File: config.mk
export PLATFORM = sky130hd
export DESIGN_NAME = uart_rx_monitor
export DESIGN_NICKNAME = d
export VERILOG_FILES = /design/src/rtl/uart_rx_monitor.sv
export SDC_FILE = /design/constraint.sdc
export NUM_CORES = 1
export LEC_CHECK = 0
export CORE_ASPECT_RATIO = 1.4
export CORE_MARGIN = 5
export CORE_UTILIZATION = 35
export DETAILED_ROUTE_END_ITERATION = 10
export GPL_ROUTABILITY_DRIVEN = 0
export PLACE_DENSITY = 0.57
export SLEW_MARGIN = 25
export SYNTH_ARGS = -nofsm -noshare
export SYNTH_HDL_FRONTEND = slang
export SYNTH_SLANG_ARGS = --single-unit
File: constraint.sdc
create_clock -name clk_clk -period 4.6 [get_ports clk_clk]
set_clock_uncertainty 0.1 [all_clocks]
set_input_delay 1.15 -clock clk_clk [delete_from_list [all_inputs] [get_ports clk_clk]]
set_output_delay 1.15 -clock clk_clk [all_outputs]
set_load 0.005 [all_outputs]
File: src/rtl/uart_rx_monitor.sv
// 8N1 UART receiver with 16x oversampling, one-deep output holding register
// on a valid/ready handshake, and framing-error / overrun pulses.
module uart_rx_monitor #(
   parameter int CLK_FREQ = 50_000_000,
   parameter int BAUD     = 115200
) (
   input  logic       clk_clk,
   input  logic       reset_reset_n,
   input  logic       rxd,
   output logic [7:0] rx_data,
   output logic       rx_valid,
   input  logic       rx_ready,
   output logic       framing_error,
   output logic       overrun,
   output logic       busy
);

   // DIV must come out at least 1 for the chosen CLK_FREQ/BAUD pair
   localparam int            DIV       = CLK_FREQ / (16 * BAUD);
   localparam int            TW        = (DIV > 1) ? $clog2(DIV) : 1;
   localparam logic [TW-1:0] TICK_LAST = TW'(DIV - 1);

   typedef enum logic [2:0] {
      IDLE,
      START,
      DATA,
      STOP,
      BREAK
   } state_t;

   state_t        state, state_nxt;
   logic [1:0]    sync_q;
   logic          rxs;
   logic [TW-1:0] tick_cnt, tick_cnt_nxt;
   logic          tick;
   logic [3:0]    os_cnt, os_cnt_nxt;
   logic [2:0]    bit_idx, bit_idx_nxt;
   logic [7:0]    shift, shift_nxt;
   logic          frame_good;
   logic          frame_bad;

   // Both flops reset to the idle level so reset release never fakes a start edge.
   always_ff @(posedge clk_clk or negedge reset_reset_n) begin
      if (!reset_reset_n) begin
         sync_q <= 2'b11;
      end else begin
         // NOTE: non-blocking here so every flop samples the pre-edge values.
         sync_q <= {sync_q[0], rxd};
      end
   end

   assign rxs  = sync_q[1];
   assign tick = (state != IDLE) && (tick_cnt == TICK_LAST);
   assign busy = (state != IDLE);

   always_ff @(posedge clk_clk or negedge reset_reset_n) begin
      if (!reset_reset_n) begin
         state    <= IDLE;
         tick_cnt <= '0;
         os_cnt   <= '0;
         bit_idx  <= '0;
         shift    <= '0;
      end else begin
         state    <= state_nxt;
         tick_cnt <= tick_cnt_nxt;
         os_cnt   <= os_cnt_nxt;
         bit_idx  <= bit_idx_nxt;
         shift    <= shift_nxt;
      end
   end

   always_comb begin
      // NOTE: every output gets a default first, so no path can infer a latch.
      state_nxt    = state;
      tick_cnt_nxt = tick_cnt;
      os_cnt_nxt   = os_cnt;
      bit_idx_nxt  = bit_idx;
      shift_nxt    = shift;
      frame_good   = 1'b0;
      frame_bad    = 1'b0;

      if (state != IDLE) begin
         tick_cnt_nxt = tick ? '0 : tick_cnt + 1'b1;
      end
      if (tick) begin
         os_cnt_nxt = os_cnt + 4'd1;
      end

      unique case (state)
         IDLE: begin
            tick_cnt_nxt = '0;
            os_cnt_nxt   = '0;
            if (!rxs) begin
               state_nxt = START;
            end
         end
         START: begin
            // Mid start bit: a high line here was only a glitch.
            if (tick && os_cnt == 4'd7) begin
               os_cnt_nxt  = '0;
               bit_idx_nxt = '0;
               state_nxt   = rxs ? IDLE : DATA;
            end
         end
         DATA: begin
            if (tick && os_cnt == 4'd15) begin
               shift_nxt   = {rxs, shift[7:1]};
               bit_idx_nxt = bit_idx + 3'd1;
               if (bit_idx == 3'd7) begin
                  state_nxt = STOP;
               end
            end
         end
         STOP: begin
            // Leaving at mid stop bit leaves half a bit to catch the next start edge.
            if (tick && os_cnt == 4'd15) begin
               if (rxs) begin
                  frame_good = 1'b1;
                  state_nxt  = IDLE;
               end else begin
                  frame_bad  = 1'b1;
                  state_nxt  = BREAK;
               end
            end
         end
         BREAK: begin
            if (rxs) begin
               state_nxt = IDLE;
            end
         end
         default: state_nxt = IDLE;
      endcase
   end

   always_ff @(posedge clk_clk or negedge reset_reset_n) begin
      if (!reset_reset_n) begin
         rx_data       <= '0;
         rx_valid      <= 1'b0;
         framing_error <= 1'b0;
         overrun       <= 1'b0;
      end else begin
         framing_error <= frame_bad;
         overrun       <= 1'b0;
         if (frame_good) begin
            // A byte accepted on this same edge frees the register for the new one.
            if (!rx_valid || rx_ready) begin
               rx_data  <= shift;
               rx_valid <= 1'b1;
            end else begin
               overrun  <= 1'b1;
            end
         end else if (rx_valid && rx_ready) begin
            rx_valid <= 1'b0;
         end
      end
   end

endmodule

==> results of run 1 <==
through the flow:
step	instance area [um2]	utilization (%)
3_5_place_dp	1830	40.4
2_1_floorplan	1650	-
4_1_cts	1910	42.2
3_3_place_gp	1830	40.4
5_1_grt	1910	42.2
6_report	1910	42.2
cell families (layout without fill, tap and decap cells):
kind of cell    count (synthesis)  in the layout
flops                          36             36
buf+inv                        10             28
simple gates                   43             43
mux                            16             16
compound gates                 10             10
fa+ha+maj                       5              5
xor+xnor                        7              7
sequential cells by signal, summed over array words and instances (netlist names):
name,cells
rx_valid,1
os_cnt,4
rx_data,8
framing_error,1
shift,8
overrun,1
bit_idx,3
tick_cnt,5
state,3
sync_q,2
power breakdown:
group	switching, mW	internal [mW]	total, mW
clock	0.0997	0.107	0.207
combinational	0.00608	0.00298	0.00906
sequential	0.000991	0.318	0.319
total	0.107	0.429	0.535
final cells by class:
cell class              instances  area share, %
multi-input cells              81           35.6
flip-flops and latches         36           47.2
repair buffers                 16           8.24
well taps                      62           4.05
inverters                       4          0.784
clock buffers                   8           4.18
layer usage:
metal  share of wire [%]  track usage [%]
met1                  44             11.3
met2                  48             14.7
met3                 4.9             3.83
met4                 3.3             6.47
met5                   0                0
cells in the mapped netlist:
cell type / n / area (um2)
or3_1: 1 / 6.26
a21oi_1: 3 / 15.0
nor3_1: 1 / 5.00
and4bb_1: 1 / 12.5
inv_1: 4 / 15.0
and2_1: 1 / 6.26
mux2_4: 8 / 120
nor2b_1: 1 / 6.26
dfstp_2: 2 / 52.6
nor4b_1: 1 / 8.76
nand3_1: 3 / 15.0
buf_4: 2 / 15.0
nand2_1: 9 / 33.8
o41ai_1: 2 / 17.5
nor4_1: 1 / 6.26
o41ai_2: 1 / 16.3
nand2b_1: 2 / 12.5
nand4b_4: 1 / 23.8
mux2_1: 8 / 90.1
o31a_1: 1 / 8.76
xor2_1: 2 / 17.5
nand3_2: 2 / 20.0
nand4_1: 1 / 6.26
a211oi_1: 1 / 7.51
buf_2: 3 / 15.0
a21o_1: 1 / 7.51
nor2_1: 14 / 52.6
dfrtp_1: 34 / 851
nor4_4: 1 / 21.3
o2111ai_1: 1 / 8.76
ha_1: 5 / 62.6
or4_1: 1 / 7.51
and3_4: 1 / 11.3
buf_12: 1 / 20.0
and4b_1: 1 / 10.0
xnor2_1: 5 / 43.8
worst max path at each step:
stage / startpoint / slack [ns] / endpoint / cells past startpoint
global placement: state[0] / 1.98 / busy / 2
floorplan: state[0] / 2.46 / busy / 2
CTS: state[1] / 1.65 / busy / 2
detailed placement: state[0] / 1.97 / busy / 2
global route: state[0] / 1.60 / busy / 2
finish: state[0] / 1.67 / busy / 2
==> flow_summary_export.csv, run 1 <==
group,metric,value,unit
cts,htreeDepth,2,
timing,final.min_clock_period,2.93,ns
die,initial_utilization,36.4,%
timing,rsz0062_at_grt,"no",
cts,worstSkewPairLatency,0.29,ns
worst_setup_path,cp_slowest_cell,"clkdlybuf4s50_1",
worst_setup_path,cp_top_family,"buffers and inverters",
routing,drt-total-wl,2.58,mm
final_layout,fillers,447,
worst_setup_path,reg2reg_from,"tick_cnt[0]",
yosys,yosys_warnings,0,
run,max_cap_violations,0,
yosys,syn_inst,127,
grt,grt_max_degree,37,
yosys,seq_area_frac_synth,54.8,%
final_layout,multi_input_area,681,um2
yosys,synthSimpleGateAreaFrac,16.1,%
yosys,synthMuxAreaShare,12.7,%
routing,drt-vias-per-instance,4.72,
grt,grt_pass1_vias,993,
routing,vias,978,
worst_setup_path,slowest_delay,0.48,ns
timing,max_freq,0.341,GHz
final_layout,seq_area,903,um2
routing,drc,0,
cts,numCtsBuffers,5,
cts,clockBufferDepth,2,
yosys,synth_top_family_by_area,"simple AND/OR/NAND/NOR gates",
cts,cts_hold_buf,0,
hold_path,hold_depth,0,
cts,clock_sinks,36,
worst_setup_path,cp-start-kind,"flop",
worst_setup_path,r2r_setup_slack,2.22,ns
pwr,vdd_ir_drop_max,0.000162,V
pwr,leakage,0.875,nW
timing,finalWorstSetupSlack,1.67,ns
cts,clockRootBuffer,"clkbuf_8",
hold_path,min_to,"sync_q[1]",
place,dp.cells,199,
worst_setup_path,r2r-end,"shift[2]",
yosys,synth_cell_types,36,
routing,drt_iter0_markers,10,
final_layout,stdcell_count,207,
yosys,synth-seq-cells,36,
worst_setup_path,path_buf_inv,1,
grt,grt_overflow_total,0,
yosys,synthAdderAreaFrac,3.79,%
yosys,synth_area,1650,um2
final_layout,layout_common_cells,"34 x dfrtp_1, 15 x clkdlybuf4s50_1, 14 x nor2_1, 9 x nand2_1",
timing,tns,0,ns
yosys,synth_fp_nets,136,
timing,whs,0.255,ns
worst_setup_path,reg2regPathDepth,6,
die,die_x,68.0,um
pwr,power.density,280,nW/um2
worst_setup_path,crit_arrival,1.68,ns
grt,gr-usage-all-layers,9.83,%
worst_setup_path,worstSetupPathType,"flop to output pin",
timing,fin_crit_sh,63.8,%
final_layout,syn2layout_area_growth,16.1,%
cts,post_cts_buffers,0,
worst_setup_path,cp_cell_sequence,"or3_1 > clkdlybuf4s50_1",
final_layout,layout_commonest_cell,"dfrtp_1",
timing,worst_pin_slew,0.673,ns
routing,dr.pass1.iters,2,
die,row_count,29,
cts,cts_tree,"yes",
status,outcome,"finished clean",
die,die-area,6200,um2
timing,finalHoldViolations,0,
timing,maxSlewHeadroom,55.0,%
worst_setup_path,crit_fanout,9,
die,core_region_area,4540,um2
place,hpwl,1.86,mm
cts,cts_resized,0,
cts,path_clk_slew,0.06,ns
place,place_ws,1.97,ns
final_layout,antenna_cells,0,
yosys,synthXorXnorAreaFrac,3.72,%
die,dieHeight,91.2,um
pwr,power,0.535,mW
yosys,synth_compound_area_share,4.93,%
grt,antenna_found_initial,0,
hold_path,worstHoldPathType,"flop to flop",
place,io_buffers,15,
yosys,avgSynthCellArea,13.0,um2
final_layout,drive_above_1_share,15.2,%
routing,wl_per_cell,12.5,um
routing,drtAntennaViolNets,0,
timing,final-setup-viol-count,0,
worst_setup_path,cp.required,3.35,ns
die,ios,16,
hold_path,hp-start,"sync_q[0]",
worst_setup_path,crit_path_end_kind,"output pin",
final_layout,finalNetCount,153,
timing,slew_violations,0,
grt,grt_first_pass_wirelength,4.51,mm
Note: power is estimated with default switching activity, not from simulation.
==> run 2, diff against run 1 <==
- clock period: 4.6 -> 3.1 ns (I/O delays scaled with it)
==> flow_summary_export.csv, run 2 (synthesized netlist as in run 1, its figures left out) <==
group,metric,value,unit
timing,finalWorstSetupSlack,0.519,ns
grt,grt_pass1_vias,964,
routing,drc,0,
final_layout,drive_above_1_share,16.6,%
worst_setup_path,cp_top_family,"simple AND/OR/NAND/NOR gates",
pwr,leakage,0.887,nW
pwr,power.density,435,nW/um2
routing,drt-total-wl,2.56,mm
worst_setup_path,crit_fanout,8,
place,place_ws,0.759,ns
cts,path_clk_slew,0.07,ns
run,max_cap_violations,0,
worst_setup_path,cp.required,2.22,ns
status,outcome,"finished clean",
place,io_buffers,15,
die,initial_utilization,36.4,%
worst_setup_path,slowest_delay,0.48,ns
cts,numCtsBuffers,5,
timing,rsz0062_at_grt,"no",
timing,maxSlewHeadroom,55.5,%
final_layout,finalNetCount,153,
worst_setup_path,cp_slowest_cell,"or3_1",
grt,gr-usage-all-layers,9.88,%
cts,htreeDepth,2,
timing,fin_crit_sh,83.3,%
die,die-area,6200,um2
final_layout,reg.largest.list,"rx_data: 8 flops, shift: 8 flops, tick_cnt: 5 flops",
routing,drt_iter0_markers,26,
cts,cts_tree,"yes",
die,dieHeight,91.2,um
cts,worstSkewPairLatency,0.28,ns
die,core_region_area,4540,um2
worst_setup_path,cp-start-kind,"flop",
worst_setup_path,cp_cell_sequence,"or3_1 > clkdlybuf4s50_1",
grt,grt_max_degree,37,
die,die_x,68.0,um
cts,post_cts_buffers,0,
grt,grt_first_pass_wirelength,4.59,mm
worst_setup_path,crit_arrival,1.71,ns
final_layout,antenna_cells,0,
grt,grt_overflow_total,0,
worst_setup_path,path_buf_inv,1,
final_layout,layout_common_cells,"34 x dfrtp_1, 15 x clkdlybuf4s50_1, 14 x nor2_1, 9 x nand2_1",
cts,clock_sinks,36,
worst_setup_path,worstSetupPathType,"flop to output pin",
worst_setup_path,crit_path_end_kind,"output pin",
pwr,vdd_ir_drop_max,0.000325,V
cts,clockBufferDepth,2,
timing,tns,0,ns
timing,finalHoldViolations,0,
timing,slew_violations,0,
final_layout,layout_commonest_cell,"dfrtp_1",
timing,max_freq,0.387,GHz
timing,final-setup-viol-count,0,
cts,clockRootBuffer,"clkbuf_8",
timing,worst_pin_slew,0.667,ns
die,row_count,29,
grt,antenna_found_initial,0,
routing,wl_per_cell,12.4,um
routing,vias,957,
routing,drtAntennaViolNets,0,
routing,dr.pass1.iters,4,
routing,drt-vias-per-instance,4.62,
hold_path,worstHoldPathType,"flop to flop",
final_layout,syn2layout_area_growth,17.3,%
cts,cts_hold_buf,0,
timing,final.min_clock_period,2.58,ns
cts,cts_resized,0,
die,ios,16,
place,hpwl,1.92,mm
run 2: final cells by class:
cell class	count	area [um2]
Inverter	4	15.0
Fill cell	433	2600
Tap cell	62	77.6
Sequential cell	36	903
Timing Repair Buffer	16	158
Clock buffer	8	100
Multi-Input combinational cell	81	681
run 2: final timing paths:
check                           cells after the start         end  slack (ns)           from
max in group asynchronous                           2   sync_q[0]        1.76  reset_reset_n
worst max-delay path                                2        busy        0.52       state[2]
worst max register to register                      6    shift[6]        0.75    tick_cnt[0]
worst min-delay path                                0   sync_q[1]        0.26      sync_q[0]
worst min register to register                      0   sync_q[1]        0.26      sync_q[0]
min in group asynchronous                           2  rx_data[1]        0.80  reset_reset_n
run 2: power breakdown:
part           leakage, nW  internal, mW  total [mW]  switching, mW
Clock               0.0515         0.203       0.354          0.152
Combinational        0.364       0.00442      0.0134        0.00902
Sequential           0.471         0.472       0.474        0.00147
Total                0.887         0.679       0.841          0.162
run 2: worst register-to-register path, cell delays in order, from the launching register on:
cell and delay (ns):
dfrtp_1 0.41, inv_1 0.07, ha_1 0.20, and4b_1 0.36
nand3_2 0.14, nor2b_1 0.55, mux2_1 0.39
run 2: per-stage QoR:
| stage | hold slack [ns] | total power [mW] | cells | utilization (%) | area [um2] |
|---|---|---|---|---|---|
| 2_1_floorplan | 0.245 | 0.482 | 127 | - | 1650 |
| 3_3_place_gp | 0.248 | 0.496 | 199 | 40.4 | 1830 |
| 3_5_place_dp | 0.247 | 0.497 | 199 | 40.4 | 1830 |
| 4_1_cts | 0.257 | 0.860 | 207 | 42.6 | 1930 |
| 5_1_grt | 0.267 | 0.888 | 207 | 42.6 | 1930 |
| 6_report | 0.256 | 0.841 | 207 | 42.6 | 1930 |
run 2: routing by layer:
metal	vias up	track usage, %	wire length, um	share of wire, %
met5	-	0	0	0
met4	0	4.81	57	2.2
met3	7	3.83	127	5.0
met2	17	15.4	1290	50
met1	459	11.6	1090	43
li1	474	-	-	-
